<file path="src/rtl/inst_rom_arbiter.sv">
// Round-robin arbiter sharing one synchronous instruction ROM
// between the CPU fetch port and the debug/display port.
module inst_rom_arbiter #(
  parameter int ROM_AW = 8,
  parameter int DATA_W = 32
) (
  input  logic              clk,
  input  logic              resetn,
  input  logic              req0,
  input  logic [31:0]       addr0,
  output logic              gnt0,
  output logic              rvalid0,
  output logic [DATA_W-1:0] rdata0,
  output logic              rerr0,
  input  logic              req1,
  input  logic [31:0]       addr1,
  output logic              gnt1,
  output logic              rvalid1,
  output logic [DATA_W-1:0] rdata1,
  output logic              rerr1,
  output logic [ROM_AW-1:0] rom_addr,
  input  logic [DATA_W-1:0] rom_data,
  output logic [15:0]       busy_cnt
);

  logic              last_grant;
  logic              p_valid;
  logic              p_port;
  logic              p_err;
  logic [ROM_AW-1:0] addr_q;
  logic [DATA_W-1:0] rdata0_q;
  logic [DATA_W-1:0] rdata1_q;
  logic [DATA_W-1:0] resp_data;
  logic              oor0;
  logic              oor1;
  logic [ROM_AW-1:0] wa0;
  logic [ROM_AW-1:0] wa1;
  logic              unused_bits;

  assign unused_bits = ^{addr0[1:0], addr1[1:0]};

  assign wa0  = addr0[ROM_AW+1:2];
  assign wa1  = addr1[ROM_AW+1:2];
  assign oor0 = |addr0[31:ROM_AW+2];
  assign oor1 = |addr1[31:ROM_AW+2];

  // Grants are masked in reset so outputs drop immediately.
  assign gnt0 = resetn & req0 & (~req1 | last_grant);
  assign gnt1 = resetn & req1 & (~req0 | ~last_grant);

  always_comb begin
    rom_addr = addr_q;
    unique case (1'b1)
      gnt0:    rom_addr = wa0;
      gnt1:    rom_addr = wa1;
      default: rom_addr = addr_q;
    endcase
  end

  assign resp_data = p_err ? '0 : rom_data;
  assign rvalid0   = p_valid & ~p_port;
  assign rvalid1   = p_valid & p_port;
  assign rerr0     = rvalid0 & p_err;
  assign rerr1     = rvalid1 & p_err;
  assign rdata0    = rvalid0 ? resp_data : rdata0_q;
  assign rdata1    = rvalid1 ? resp_data : rdata1_q;

  always_ff @(posedge clk or negedge resetn) begin
    if (!resetn) begin
      last_grant <= 1'b1;
      addr_q     <= '0;
      p_valid    <= 1'b0;
      p_port     <= 1'b0;
      p_err      <= 1'b0;
      rdata0_q   <= '0;
      rdata1_q   <= '0;
      busy_cnt   <= '0;
    end else begin
      if (gnt0 | gnt1) begin
        last_grant <= gnt1;
        addr_q     <= rom_addr;
      end
      p_valid <= gnt0 | gnt1;
      p_port  <= gnt1;
      p_err   <= gnt1 ? oor1 : oor0;
      if (rvalid0) rdata0_q <= resp_data;
      if (rvalid1) rdata1_q <= resp_data;
      if (req0 && req1 && busy_cnt != 16'hFFFF)
        busy_cnt <= busy_cnt + 16'd1;
    end
  end

endmodule

</file>
<file path="config.mk">
export PLATFORM = sky130hd
export DESIGN_NAME = inst_rom_arbiter
export DESIGN_NICKNAME = d
export VERILOG_FILES = /design/src/rtl/inst_rom_arbiter.sv
export SDC_FILE = /design/constraint.sdc
export NUM_CORES = 1
export LEC_CHECK = 0
export CORE_UTILIZATION = 36
export DETAILED_ROUTE_END_ITERATION = 10
export PLACE_DENSITY = 0.76
export SLEW_MARGIN = 5
export SYNTH_ARGS = -nofsm -noshare
export SYNTH_HDL_FRONTEND = slang
export SYNTH_SLANG_ARGS = --single-unit
</file>
<file path="constraint.sdc">
create_clock -name clk -period 1.5 [get_ports clk]
set_input_delay 0.3 -clock clk [delete_from_list [all_inputs] [get_ports clk]]
set_output_delay 0.3 -clock clk [all_outputs]
set_load 0.05 [all_outputs]
</file>
==> key figures, run 1 <==
Run status
  • Status: complete, but fails checks
  • Violated checks: negative setup slack

Global routing
  • Largest net degree at the start of global routing: 48
  • Global Route met3 Usage: 7.17%
  • First-pass GRT wire length: 24200 µm
  • Global Route met1 Usage: 34.1%
  • GRT Total Usage: 28.4%
  • Met2 Usage GRT: 49.5%
  • Grt ovf: 0
  • Gr busiest metal: met2
  • Initial antenna violation count: 0
  • Vias in the first global route: 4620

Synth
  • FF+latch count, synth: 92
  • Mapped Area: 3810 µm²
  • Average size of a mapped cell: 9.61 µm²
  • Synth warnings: 0
  • Netlist cell types: 32
  • Cell count after synthesis: 397
  • Syn Nets: 498
  • Register area share after synthesis: 60.4%

Final layout
  • Commonest cells after routing, fill and taps aside: 92 x clkdlybuf4s50_1, 86 x buf_4, 74 x dfrtp_1
  • Layout Cells excl Fill: 842
  • Area grow syn2layout: 144%
  • Fillers: 354
  • Commonest non-fill, non-tap cell in the layout: clkdlybuf4s50_1
  • Antenna Cells: 0
  • Final net count: 802
  • Share of layout cells above drive strength 1: 63.0%

Setup path
  • WS Path Type: reg2out
  • Critical path data arrival time: 1.66 ns
  • WP data required: 1.20 ns
  • Crit end category: output port
  • CP startpoint kind: register
  • Worst-path maximum fanout: 5
  • R2R setup slack: 0.02 ns

Timing
  • Final setup fails: 78
  • Crit path time final: 1.96 ns
  • Clk_skew: 0.0257 ns
  • Hold Fails Final Rpt: 0
  • Pin slew with the least headroom to its limit: 0.623 ns
  • Worst slew margin: 58.5%
  • Hold slack: 0.0822 ns
  • RSZ-0062 raised after global routing: yes
  • Max-slew violations: 0
  • FMAX: 0.509 GHz
  • Fin crit share: 131%
  • Final worst slack: -0.465 ns

Floorplan
  • Row count: 37
  • Die X-Extent: 105 µm
  • Die area: 11000 µm²
  • Area of the core: 10300 µm²
  • DIE HEIGHT: 105 µm
  • Initial Util: 37.1%
  • I/O pin cnt: 194

Detailed routing
  • DR iter-0 viols: 181
  • Pre-Repair DR Iteration Count: 4
  • Drt wl/cell: 23.0 µm
  • Vias per cell: 5.34
  • Final WL: 19300 µm
  • DRC viols: 0
  • Detail Route Antenna Nets: 0
  • Via count: 4498

Clock tree
  • CTS tree: done
  • Clk_lat worst skew: 0.37 ns
  • Clock Sinks: 92
  • H-tree depth: 3
  • Clk Tree Root Cell: clkbuf_8
  • Max Root-Sink Buffers: 2
  • Clock Pin Slew Worst Setup and Hold Paths: 0.11 ns
  • Cts bufs inserted: 9

Pwr
  • Worst vdd ir: 0.828 mV
  • Power, Total: 7.40 mW
  • Cell Pwr Density: 795 nW/µm²
  • P_leak: 4.11 nW

Place
  • IO buf count: 189
  • RD Place Congestion: 0.885
  • Dpl hpwl: 9330 µm
  • Dpl cells: 768

Worst hold path
  • Worst hold path class: in2async

Job
  • MaxCap Viol Count: 0
## state kept, by name (all words and copies together), names as in the netlist
name and flops:
p_port 1, rdata0_q 32, p_err 1, addr_q 8, busy_cnt 16, rdata1_q 32, p_valid 1, last_grant 1
## metal layers
layer | up-vias | wire length (µm)
met1 | 2230 | 7300
li1 | 1965 | -
met3 | 60 | 1430
met5 | - | 0
met4 | 0 | 726
met2 | 243 | 9880
## through the flow
stage          TNS (ns)  utilization [%]  worst slack, ns  cell area [µm²]
3_3_place_gp     -12.09             71.7           -0.431             7360
4_1_cts          -31.34             84.0           -0.456             8630
3_5_place_dp     -15.54             71.7           -0.479             7360
2_1_floorplan     -1.82                -           -0.188             4750
5_1_grt          -36.15             90.6           -0.540             9310
6_report         -32.20             90.6           -0.465             9310
## critical path, cell delays in order (launching register included)
cell     delay (ns)
dfstp_2        0.58
a21oi_4        0.08
buf_6          0.15
a22oi_2        0.17
buf_4          0.15
nand2_4        0.05
buf_12         0.14
## kinds of logic after synthesis
family                   after synthesis  synth area share [%]
adder cells (fa/ha/maj)                1                 0.328
AO/OA/AOI/OAI                         81                  11.2
buffers and inverters                 27                  2.75
multiplexers                           3                 0.951
flip-flops                            92                  60.4
XOR/XNOR                              11                  2.53
AND/OR/NAND/NOR                      182                  21.8
## what timing repair did
item,in CTS,in global routing
endpoints found under the hold margin,2,0
hold buffers,2,0
resized for setup,194,92
buffers inserted,15,29
endpoints found under the setup margin,78,84
pin swaps,18,47
gates cloned,9,8
## area by class of cell
cell class	count	area, µm²	area share (%)
clock inverter	6	93.8	1.01
timing repair buffer	312	3670	39.4
tap	136	170	1.83
sequential	92	2320	25.0
multi-input combinational	279	2870	30.9
clock buffer	10	138	1.48
inverter	7	41.3	0.443
## power breakdown
part           internal (mW)  switching [mW]  total [mW]
combinational           1.29            1.36        2.65
sequential              2.64           0.134        2.78
clock                   1.00           0.974        1.97
total                   4.94            2.46        7.40
## Yosys cell counts
master,n,area [µm²]
nand4_4,1,21.3
clkbuf_1,17,63.8
dfstp_2,1,26.3
a21o_1,1,7.51
o21ai_1,1,5.00
nand2b_1,1,6.26
nor3_1,6,30.0
nand2_1,131,492
and4_1,2,17.5
xor2_1,4,35.0
nor4_2,1,12.5
and3_4,2,22.5
nor4_1,11,68.8
a22oi_1,8,60.1
nor2_1,8,30.0
nand4_1,6,37.5
clkinv_1,1,3.75
buf_2,3,15.0
mux2_4,1,15.0
nand3_1,8,40.0
o21ai_0,67,335
mux2i_1,1,10.0
inv_1,6,22.5
ha_1,1,12.5
a21oi_1,4,20.0
mux2_2,1,11.3
and2_1,1,6.26
nand4b_4,1,23.8
dfrtp_1,91,2280
or4_1,1,7.51
nand4b_1,2,17.5
xnor2_1,7,61.3
## final timing paths
kind                                         start                 endpoint  depth (start not counted)
min reg2reg                 rdata0_q[17]$_DFF_PN0_   rdata0_q[17]$_DFF_PN0_                          2
max in group asynchronous                   resetn    rdata1_q[5]$_DFF_PN0_                          3
max                         last_grant$_DFFE_PN1N_              rom_addr[4]                          6
min                                         resetn   rdata1_q[13]$_DFF_PN0_                          2
min in group clk                            resetn   last_grant$_DFFE_PN1N_                          3
max reg2reg                busy_cnt[1]$_DFFE_PN0P_  busy_cnt[1]$_DFFE_PN0P_                          5
No activity file was read; power rests on OpenSTA's default activity.
==> run 2, diff against run 1 <==
- CORE_MARGIN: unset -> 2
==> run 2 against run 1 <==
  * The run still ends with negative setup slack left
  * Die area rose by 3.8%
  * Combinational power barely moved
  * Power rose by 0.56%
  * Clock power barely moved
  * Maximum frequency fell by 1.8%
  * Wire length rose by 4.9%
  * Flip-flop and latch count did not move
  * Critical path type unchanged
  * Largest cell class unchanged
==> key figures, run 2 (same netlist as run 1, synthesis figures left out) <==
Floorplan
  • DIE HEIGHT: 107 µm (+1.9%)
  • Die area: 11400 µm² (+3.8%)
  • Die X-Extent: 107 µm (+1.9%)
  • Row count: 37 (unchanged)
  • Initial Util: 37.0% (-0.17 points)
  • Area of the core: 10300 µm² (+0.45%)
  • I/O pin cnt: 194 (unchanged)

Clock tree
  • CTS tree: done
  • H-tree depth: 3 (unchanged)
  • Cts bufs inserted: 9 (unchanged)
  • Clk_lat worst skew: 0.37 ns (about the same)
  • Clock Sinks: 92 (unchanged)
  • Clock Pin Slew Worst Setup and Hold Paths: 0.11 ns (about the same)
  • Clk Tree Root Cell: clkbuf_8
  • Max Root-Sink Buffers: 2 (unchanged)

Place
  • Dpl hpwl: 9850 µm (+5.6%)
  • IO buf count: 189 (unchanged)
  • Placed inst area: 7370 µm² (+0.14%)
  • RD Place Congestion: 0.878 (-0.81%)
  • Dpl cells: 766 (-0.26%)

Setup path
  • Slowest stage delay, CP: 0.42 ns (-0.16 ns)
  • RR Endpoint: rdata0_q[25]$_DFF_PN0_
  • Critical path data arrival time: 1.70 ns (+0.04 ns)
  • Reg2reg path depth: 8 (+3)
  • WP data required: 1.20 ns (about the same)
  • Crit path max-delay family: buffers and inverters
  • WS Path Type: reg2out
  • Crit end category: output port
  • WP buf/inv: 3 (unchanged)
  • Crit-path slowest cell: dfrtp_1
  • CP startpoint kind: register
  • Worst-path maximum fanout: 7 (+2)
  • CP cell instances: nand2b_4 > buf_12 > buf_16 > o21ai_4 > buf_6
  • R2R setup slack: -0.06 ns (-0.08 ns)
  • Worst r2r src: p_port$_DFF_PN0_

Final layout
  • Share of layout cells above drive strength 1: 58.9% (-4.1 points)
  • Fin util: 90.1% (-0.50 points)
  • Commonest cells after routing, fill and taps aside: 92 x clkdlybuf4s50_1, 77 x buf_4, 74 x dfrtp_1
  • Antenna Cells: 0 (unchanged)
  • Final instance area: 9300 µm² (-0.11%)
  • Commonest non-fill, non-tap cell in the layout: clkdlybuf4s50_1
  • Registers with the most flip-flops: rdata0_q (32), rdata1_q (32), busy_cnt (16)
  • Layout Cells excl Fill: 849 (+0.83%)
  • Fillers: 359 (+1.4%)
  • Area grow syn2layout: 144%
  • Register area: 2320 µm² (unchanged)
  • Final net count: 809 (+0.87%)
  • Area of the multi-input gates: 2690 µm² (-6.3%)

Global routing
  • GRT Total Usage: 28.2% (-0.23 points)
  • Initial antenna violation count: 0 (unchanged)
  • Grt ovf: 0 (unchanged)
  • Largest net degree at the start of global routing: 48 (unchanged)
  • Vias in the first global route: 4710 (+1.9%)
  • First-pass GRT wire length: 24900 µm (+3.1%)

Timing
  • Clk_skew: 0.0326 ns (+0.00692 ns)
  • FMAX: 0.500 GHz (-1.8%)
  • Worst slew margin: 58.1% (-0.41 points)
  • Crit path time final: 2.00 ns (+0.0354 ns)
  • Pin slew with the least headroom to its limit: 0.629 ns (+0.00620 ns)
  • Hold Fails Final Rpt: 0 (unchanged)
  • Final worst slack: -0.500 ns (-0.0354 ns)
  • RSZ-0062 raised after global routing: yes
  • Max-slew violations: 0 (unchanged)
  • Setup TNS: -33.52 ns (-1.32 ns)
  • Fin crit share: 133% (+2.4 points)
  • Final setup fails: 80 (+2.6%)

Worst hold path
  • Worst hold path class: in2async

Job
  • MaxCap Viol Count: 0 (unchanged)

Detailed routing
  • Vias per cell: 5.40 (+1.0%)
  • Pre-Repair DR Iteration Count: 4 (unchanged)
  • DR iter-0 viols: 260 (+44%)
  • Final WL: 20300 µm (+4.9%)
  • Via count: 4583 (+1.9%)
  • Drt wl/cell: 23.9 µm (+4.0%)
  • DRC viols: 0 (unchanged)
  • Detail Route Antenna Nets: 0 (unchanged)

Run status
  • Status: complete, but fails checks
  • Violated checks: negative setup slack

Pwr
  • P_leak: 4.12 nW (+0.25%)
  • Power, Total: 7.44 mW (+0.56%)
  • Cell Pwr Density: 800 nW/µm² (+0.67%)
  • Worst vdd ir: 0.806 mV (-2.7%)
run 2: cell types whose count changed in the layout (fill, tap and decap cells not counted), moves of 2 or more:
cell	before	now
nand2_1	32	63
nand2_2	47	31
nand2_4	45	35
buf_4	86	77
buf_6	58	66
nand2_8	7	3
buf_16	6	9
buf_12	39	41
inv_6	3	1
run 2: worst reg2reg max path: stages (launching register included):
cell	delay, ns
dfrtp_1	0.42
nand2b_4	0.23
buf_6	0.17
buf_12	0.14
nand2_4	0.06
o21ai_4	0.06
buf_4	0.14
buf_4	0.13
buf_4	0.12
run 2: repair_timing:
action                                 in CTS  in global routing
pin swaps                                  20                 39
setup endpoints to repair                  78                 87
endpoints found under the hold margin       1                  0
cloned                                     10                 11
buffers inserted                           19                 26
hold buffers                                1                  0
gates resized for setup                   156                 75
run 2: worst max-delay path by stage:
stage | from | to | cells after the start
after global routing | p_port$_DFF_PN0_ | rdata0[30] | 5
after floorplan | last_grant$_DFFE_PN1N_ | rom_addr[0] | 4
after CTS | last_grant$_DFFE_PN1N_ | rom_addr[3] | 6
after detailed placement | req0 | rom_addr[1] | 6
final | p_port$_DFF_PN0_ | rdata0[13] | 5
after global placement | req0 | rom_addr[7] | 6
run 2: per-layer routing:
| layer | vias to the layer above | global-route usage [%] | share of wire [%] | routed length (µm) |
|---|---|---|---|---|
| met1 | 2285 | 32.9 | 37 | 7570 |
| li1 | 1969 | - | - | - |
| met4 | 0 | 9.28 | 4.6 | 941 |
| met2 | 245 | 50.2 | 51 | 10400 |
| met5 | - | 0 | 0 | 0 |
| met3 | 84 | 7.42 | 6.6 | 1340 |
run 2: where the power goes:
group,leakage [nW],switching [mW],total [mW],internal (mW)
registers,1.22,0.144,2.79,2.64
clock network,0.110,0.981,1.98,0.997
logic,2.79,1.35,2.68,1.33
total,4.12,2.48,7.44,4.97
run 2: layout make-up:
| class | count | share of cell area (%) |
|---|---|---|
| timing repair buffer | 318 | 41.4 |
| multi-input combinational | 280 | 29.0 |
| sequential | 92 | 25.0 |
| tap | 136 | 1.83 |
| clock buffer | 11 | 1.52 |
| clock inverter | 5 | 0.915 |
| inverter | 7 | 0.350 |
run 2: metrics by stage:
| step | worst slack, ns | hold WS, ns |
|---|---|---|
| 6_report | -0.500 | 0.110 |
| 5_1_grt | -0.530 | 0.138 |
| 4_1_cts | -0.438 | 0.0797 |
| 3_5_place_dp | -0.486 | 0.225 |
| 3_3_place_gp | -0.425 | 0.224 |
| 2_1_floorplan | -0.188 | 0.00441 |
